===== config.mk =====
export PLATFORM = sky130hd
export DESIGN_NAME = ls_unit
export DESIGN_NICKNAME = d
export VERILOG_FILES = /design/src/rtl/ls_unit.sv
export SDC_FILE = /design/constraint.sdc
export NUM_CORES = 1
export LEC_CHECK = 0
export CAP_MARGIN = 20
export CELL_PAD_IN_SITES_DETAIL_PLACEMENT = 1
export CELL_PAD_IN_SITES_GLOBAL_PLACEMENT = 2
export CORE_MARGIN = 2
export CORE_UTILIZATION = 29
export DETAILED_ROUTE_END_ITERATION = 7
export GPL_ROUTABILITY_DRIVEN = 0
export PLACE_DENSITY = 0.89
export SLEW_MARGIN = 20
export SYNTH_ARGS = -nofsm -noshare
export SYNTH_HDL_FRONTEND = slang
export SYNTH_SLANG_ARGS = --single-unit

===== constraint.sdc =====
create_clock -name clk -period 7.3 [get_ports clk]
set_input_delay 0.73 -clock clk [delete_from_list [all_inputs] [get_ports clk]]
set_output_delay 0.73 -clock clk [all_outputs]
set_load 0.01 [all_outputs]

===== src/rtl/ls_unit.sv =====
// Load/store sequencer between a datapath and a single-port-per-direction data memory.
// Stores hold dm_we for WE_CYCLES clocks and keep address/data one extra cycle after it falls.
module ls_unit #(
  parameter int WE_CYCLES = 1
) (
  input  logic        clk,
  input  logic        rst,
  input  logic        req_valid,
  output logic        req_ready,
  input  logic        req_wr,
  input  logic [15:0] req_addr,
  input  logic [31:0] req_wdata,
  output logic        rsp_valid,
  output logic [31:0] rsp_rdata,
  output logic [15:0] dm_read_addr,
  output logic [15:0] dm_write_addr,
  output logic [31:0] dm_write_data,
  output logic        dm_we,
  input  logic [31:0] dm_read_data,
  output logic [15:0] ld_count,
  output logic [15:0] st_count
);

  typedef enum logic [2:0] {IDLE, RD_WAIT, WR_PULSE, WR_HOLD, DONE} state_t;

  state_t      state_q, state_d;
  logic [3:0]  we_cnt_q, we_cnt_d;
  logic        dm_we_q, dm_we_d;
  logic        rsp_valid_q, rsp_valid_d;
  logic [31:0] rdata_q, rdata_d;
  logic [15:0] addr_q, addr_d;
  logic [31:0] wdata_q, wdata_d;
  logic [15:0] ld_q, ld_d;
  logic [15:0] st_q, st_d;

  always_ff @(posedge clk or posedge rst) begin
    if (rst) begin
      state_q     <= IDLE;
      we_cnt_q    <= 4'd0;
      dm_we_q     <= 1'b0;
      rsp_valid_q <= 1'b0;
      rdata_q     <= 32'd0;
      addr_q      <= 16'd0;
      wdata_q     <= 32'd0;
      ld_q        <= 16'd0;
      st_q        <= 16'd0;
    end else begin
      state_q     <= state_d;
      we_cnt_q    <= we_cnt_d;
      dm_we_q     <= dm_we_d;
      rsp_valid_q <= rsp_valid_d;
      rdata_q     <= rdata_d;
      addr_q      <= addr_d;
      wdata_q     <= wdata_d;
      ld_q        <= ld_d;
      st_q        <= st_d;
    end
  end

  always_comb begin
    state_d     = state_q;
    we_cnt_d    = we_cnt_q;
    dm_we_d     = 1'b0;
    rsp_valid_d = 1'b0;
    rdata_d     = rdata_q;
    addr_d      = addr_q;
    wdata_d     = wdata_q;
    ld_d        = ld_q;
    st_d        = st_q;
    case (state_q)
      IDLE: begin
        if (req_valid) begin
          addr_d = req_addr;
          if (req_wr) begin
            wdata_d  = req_wdata;
            dm_we_d  = 1'b1;
            we_cnt_d = 4'(WE_CYCLES);
            state_d  = WR_PULSE;
          end else begin
            state_d = RD_WAIT;
          end
        end
      end
      RD_WAIT: begin
        rdata_d     = dm_read_data;
        rsp_valid_d = 1'b1;
        ld_d        = ld_q + 16'd1;
        state_d     = DONE;
      end
      WR_PULSE: begin
        // Counter holds the cycles of dm_we still owed, including the current one.
        if (we_cnt_q <= 4'd1) begin
          we_cnt_d = 4'd0;
          state_d  = WR_HOLD;
        end else begin
          dm_we_d  = 1'b1;
          we_cnt_d = we_cnt_q - 4'd1;
        end
      end
      WR_HOLD: begin
        rsp_valid_d = 1'b1;
        st_d        = st_q + 16'd1;
        state_d     = DONE;
      end
      DONE:    state_d = IDLE;
      default: state_d = IDLE;
    endcase
  end

  always_comb begin
    req_ready     = (state_q == IDLE) && !rst;
    rsp_valid     = rsp_valid_q;
    rsp_rdata     = rdata_q;
    dm_read_addr  = addr_q;
    dm_write_addr = addr_q;
    dm_write_data = wdata_q;
    dm_we         = dm_we_q;
    ld_count      = ld_q;
    st_count      = st_q;
  end

endmodule

==> reports/results.txt <==
FF-to-FF End = rsp_rdata[16]
Critical Path, Cell by Cell = clkdlybuf4s50_1 -> nor4_1 -> clkdlybuf4s50_1
Post-synthesis sequential area ratio = 61.5%
Ys flop type = dfrtp_1
Clock transition at the registers of the reported paths = 50 ps
Skew final = 8.78 ps
CTS tree = yes
GRT Util Overall = 15.2%
Path type of the worst setup path = input port to output port
HP Class = register to register
Worst Hold Depth = 1
Final hold violation count = 0
Total global routing overflow = 0
Worst Hold Path EP = st_count[15]
Max Cap Viol = 0
Worst Max-Slew Pin Slew = 996 ps
Crit. End Element = output port
Worst reg2reg path depth = 3
Core ar. = 16600 um^2
Setup violators final = 0
Crit start category = input port
Root Buffer = clkbuf_16
Antenna cells = 0
Antenna violations before repair = 0
CP dominant cell by count = clkdlybuf4s50_1
Top delay family on crit path = buffers and inverters
DRC viols = 0
FF-to-FF Start = state_q[0]
#FFs+latches synth = 121
Setup TNS = 0 ps
P&R area growth vs syn = 59.2%
Die ar. = 18000 um^2
Final ANT Viol Nets = 0
Leakage power total = 3.31 nW
Cell area after synthesis = 4920 um^2
Syn Inst Count = 346
Die Wd = 134 um
YS warnings = 0
Clk Latency, worst-skew pair = 410 ps
Pwr Density = 427 nW/um^2
EDFF count, synth = 0
Synthesized Nets = 434
Initial Utilization = 29.7%
CTS Hold Buffers Added = 0
Row cnt = 47
Worst slack at placement = 3920 ps
CP max stage delay = 600 ps
Fin nets = 642
Worst Min Path Start = st_count[15]
Crit Path Max Fanout = 2
Setup slack, reg-to-reg = 5060 ps
DP HPWL = 9760 um
Sink Count = 121
Initial DRC count = 82
Post-cts sizing count = 0
WP depth = 3
First-pass GRT wire length = 21400 um
Post-CTS setup repair buffer count = 0
RSZ-0062 raised after global routing = false
Largest net degree at the start of global routing = 83
Total CTS buffers = 17
DRT Pass-1 Iters = 4
Die H = 134 um
Async set-reset flop share out of synthesis = 100%
H-Tree Depth = 4
Vias in the first global route = 3932
Status = completed
Final period utilization = 38.4%
WL/cell = 16.6 um
WP data arrival = 2070 ps
Vias = 3531
IO Count = 215
Final cell count without fillers = 787
Peak VDD IR = 171 uV
Fraction of layout cells with a size suffix above 1 = 16.6%
Slowest CP cell = clkdlybuf4s50_1
Bufs on Longest Clock Path = 2
Synth cell types = 32
Filler instances = 1719
PnR worst setup slack = 4500 ps
Max Slew Vio Count = 0
Hold_ws = 463 ps
CP Buf/Inv Count = 2
Minimum clock period = 2800 ps
Port buffer count = 214
Mean Syn Cell Area = 14.2 um^2
Crit path required time = 6570 ps
Tot Pwr = 3.34 mW
Fmax = 357 MHz
DRT Wirelength = 13100 um
Drt via density = 4.49
Slew HR = 33.5%
Inst Count DP = 754
per-stage QoR:
stage               area [um^2]  utilization [%]
global route               7830             47.2
floorplan                  4920                -
detailed placement         7160             43.2
finish                     7830             47.2
CTS                        7820             47.1
global placement           7160             43.2
power breakdown:
part | total [mW] | switching (mW) | internal (mW) | leakage [nW]
Combinational | 1.29 | 0.488 | 0.799 | 1.50
Sequential | 1.14 | 0.194 | 0.943 | 1.50
Clock | 0.919 | 0.296 | 0.622 | 0.312
worst register-to-register path: cells and delay by family, from the launching register on:
| family | cells | cell delay [ps] |
|---|---|---|
| simple gates | 2 | 1150 |
| flops | 1 | 540 |
| mux | 1 | 440 |
worst max path at each step:
stage / end / from
2_1_floorplan: dm_read_addr[0] / rst
3_3_place_gp: dm_write_data[0] / req_valid
3_5_place_dp: dm_write_data[25] / req_valid
4_1_cts: dm_write_data[25] / req_valid
5_1_grt: req_ready / rst
6_report: req_ready / rst
layout make-up:
cell class	count	area, um^2	share of cell area [%]
well taps	220	275	3.51
clock buffers	20	457	5.83
flip-flops and latches	121	3030	38.7
repair buffers	216	2170	27.7
inverters	6	25.0	0.319
multi-input cells	192	1680	21.5
clock inverters	12	196	2.51
kinds of logic (layout without fill, tap and decap cells):
logic type / after synthesis / in the layout / share of synthesized area [%]
flip-flops: 121 / 121 / 61.5
multiplexers: 82 / 82 / 18.8
AND/OR/NAND/NOR: 67 / 67 / 7.75
buffers and inverters: 33 / 254 / 4.40
XOR/XNOR: 31 / 31 / 5.52
AO/OA/AOI/OAI: 8 / 8 / 1.02
adder cells (fa/ha/maj): 4 / 4 / 1.02
routing by layer:
layer / vias up / track usage (%) / part of all wire, %
li1: 1592 / - / -
met1: 1808 / 16.7 / 38
met2: 111 / 27.5 / 54
met3: 20 / 4.57 / 5.5
met4: 0 / 5.85 / 1.9
met5: - / 0 / 0
cell usage in the layout (no fill, tap or decap), types with 2 or more instances in the layout:
cell type / n
and2_1: 2
and3_1: 4
and4_1: 3
bufinv_16: 5
clkbuf_16: 17
clkbuf_8: 3
clkdlybuf4s50_1: 214
clkinv_2: 3
clkinvlp_4: 3
dfrtp_1: 121
ha_1: 4
inv_1: 5
mux2_1: 28
mux2_2: 54
nand2_1: 14
nand3_1: 10
nand4_1: 6
nor2_1: 10
nor2b_1: 3
nor3_1: 5
nor4_1: 2
o21ai_0: 3
or2_2: 2
xnor2_1: 20
xor2_1: 11
sequential cells by signal, indices dropped and copies added, names as in the netlist:
signal and cells:
dm_read_addr 16, ld_count 16, state_q 3, we_cnt_q 4, dm_write_data 32, rsp_rdata 32, rsp_valid 1, st_count 16
dm_we 1
synth_stat cells (2+ instances only):
library cell	instances	area (um^2)
xnor2_1	20	175
and4_1	3	26.3
nor2b_1	4	25.0
buf_6	3	33.8
nor2_1	10	37.5
nor4_1	2	12.5
buf_2	8	40.0
inv_1	6	22.5
nand4_1	6	37.5
o21ai_0	3	15.0
ha_1	4	50.1
nand2_1	14	52.6
and2_1	2	12.5
nand3_1	10	50.1
or2_2	2	12.5
buf_4	16	120
mux2_2	54	608
mux2_1	28	315
dfrtp_1	121	3030
nor3_1	5	25.0
and3_1	4	25.0
xor2_1	11	96.3
Power figures use the tool's default switching activity.
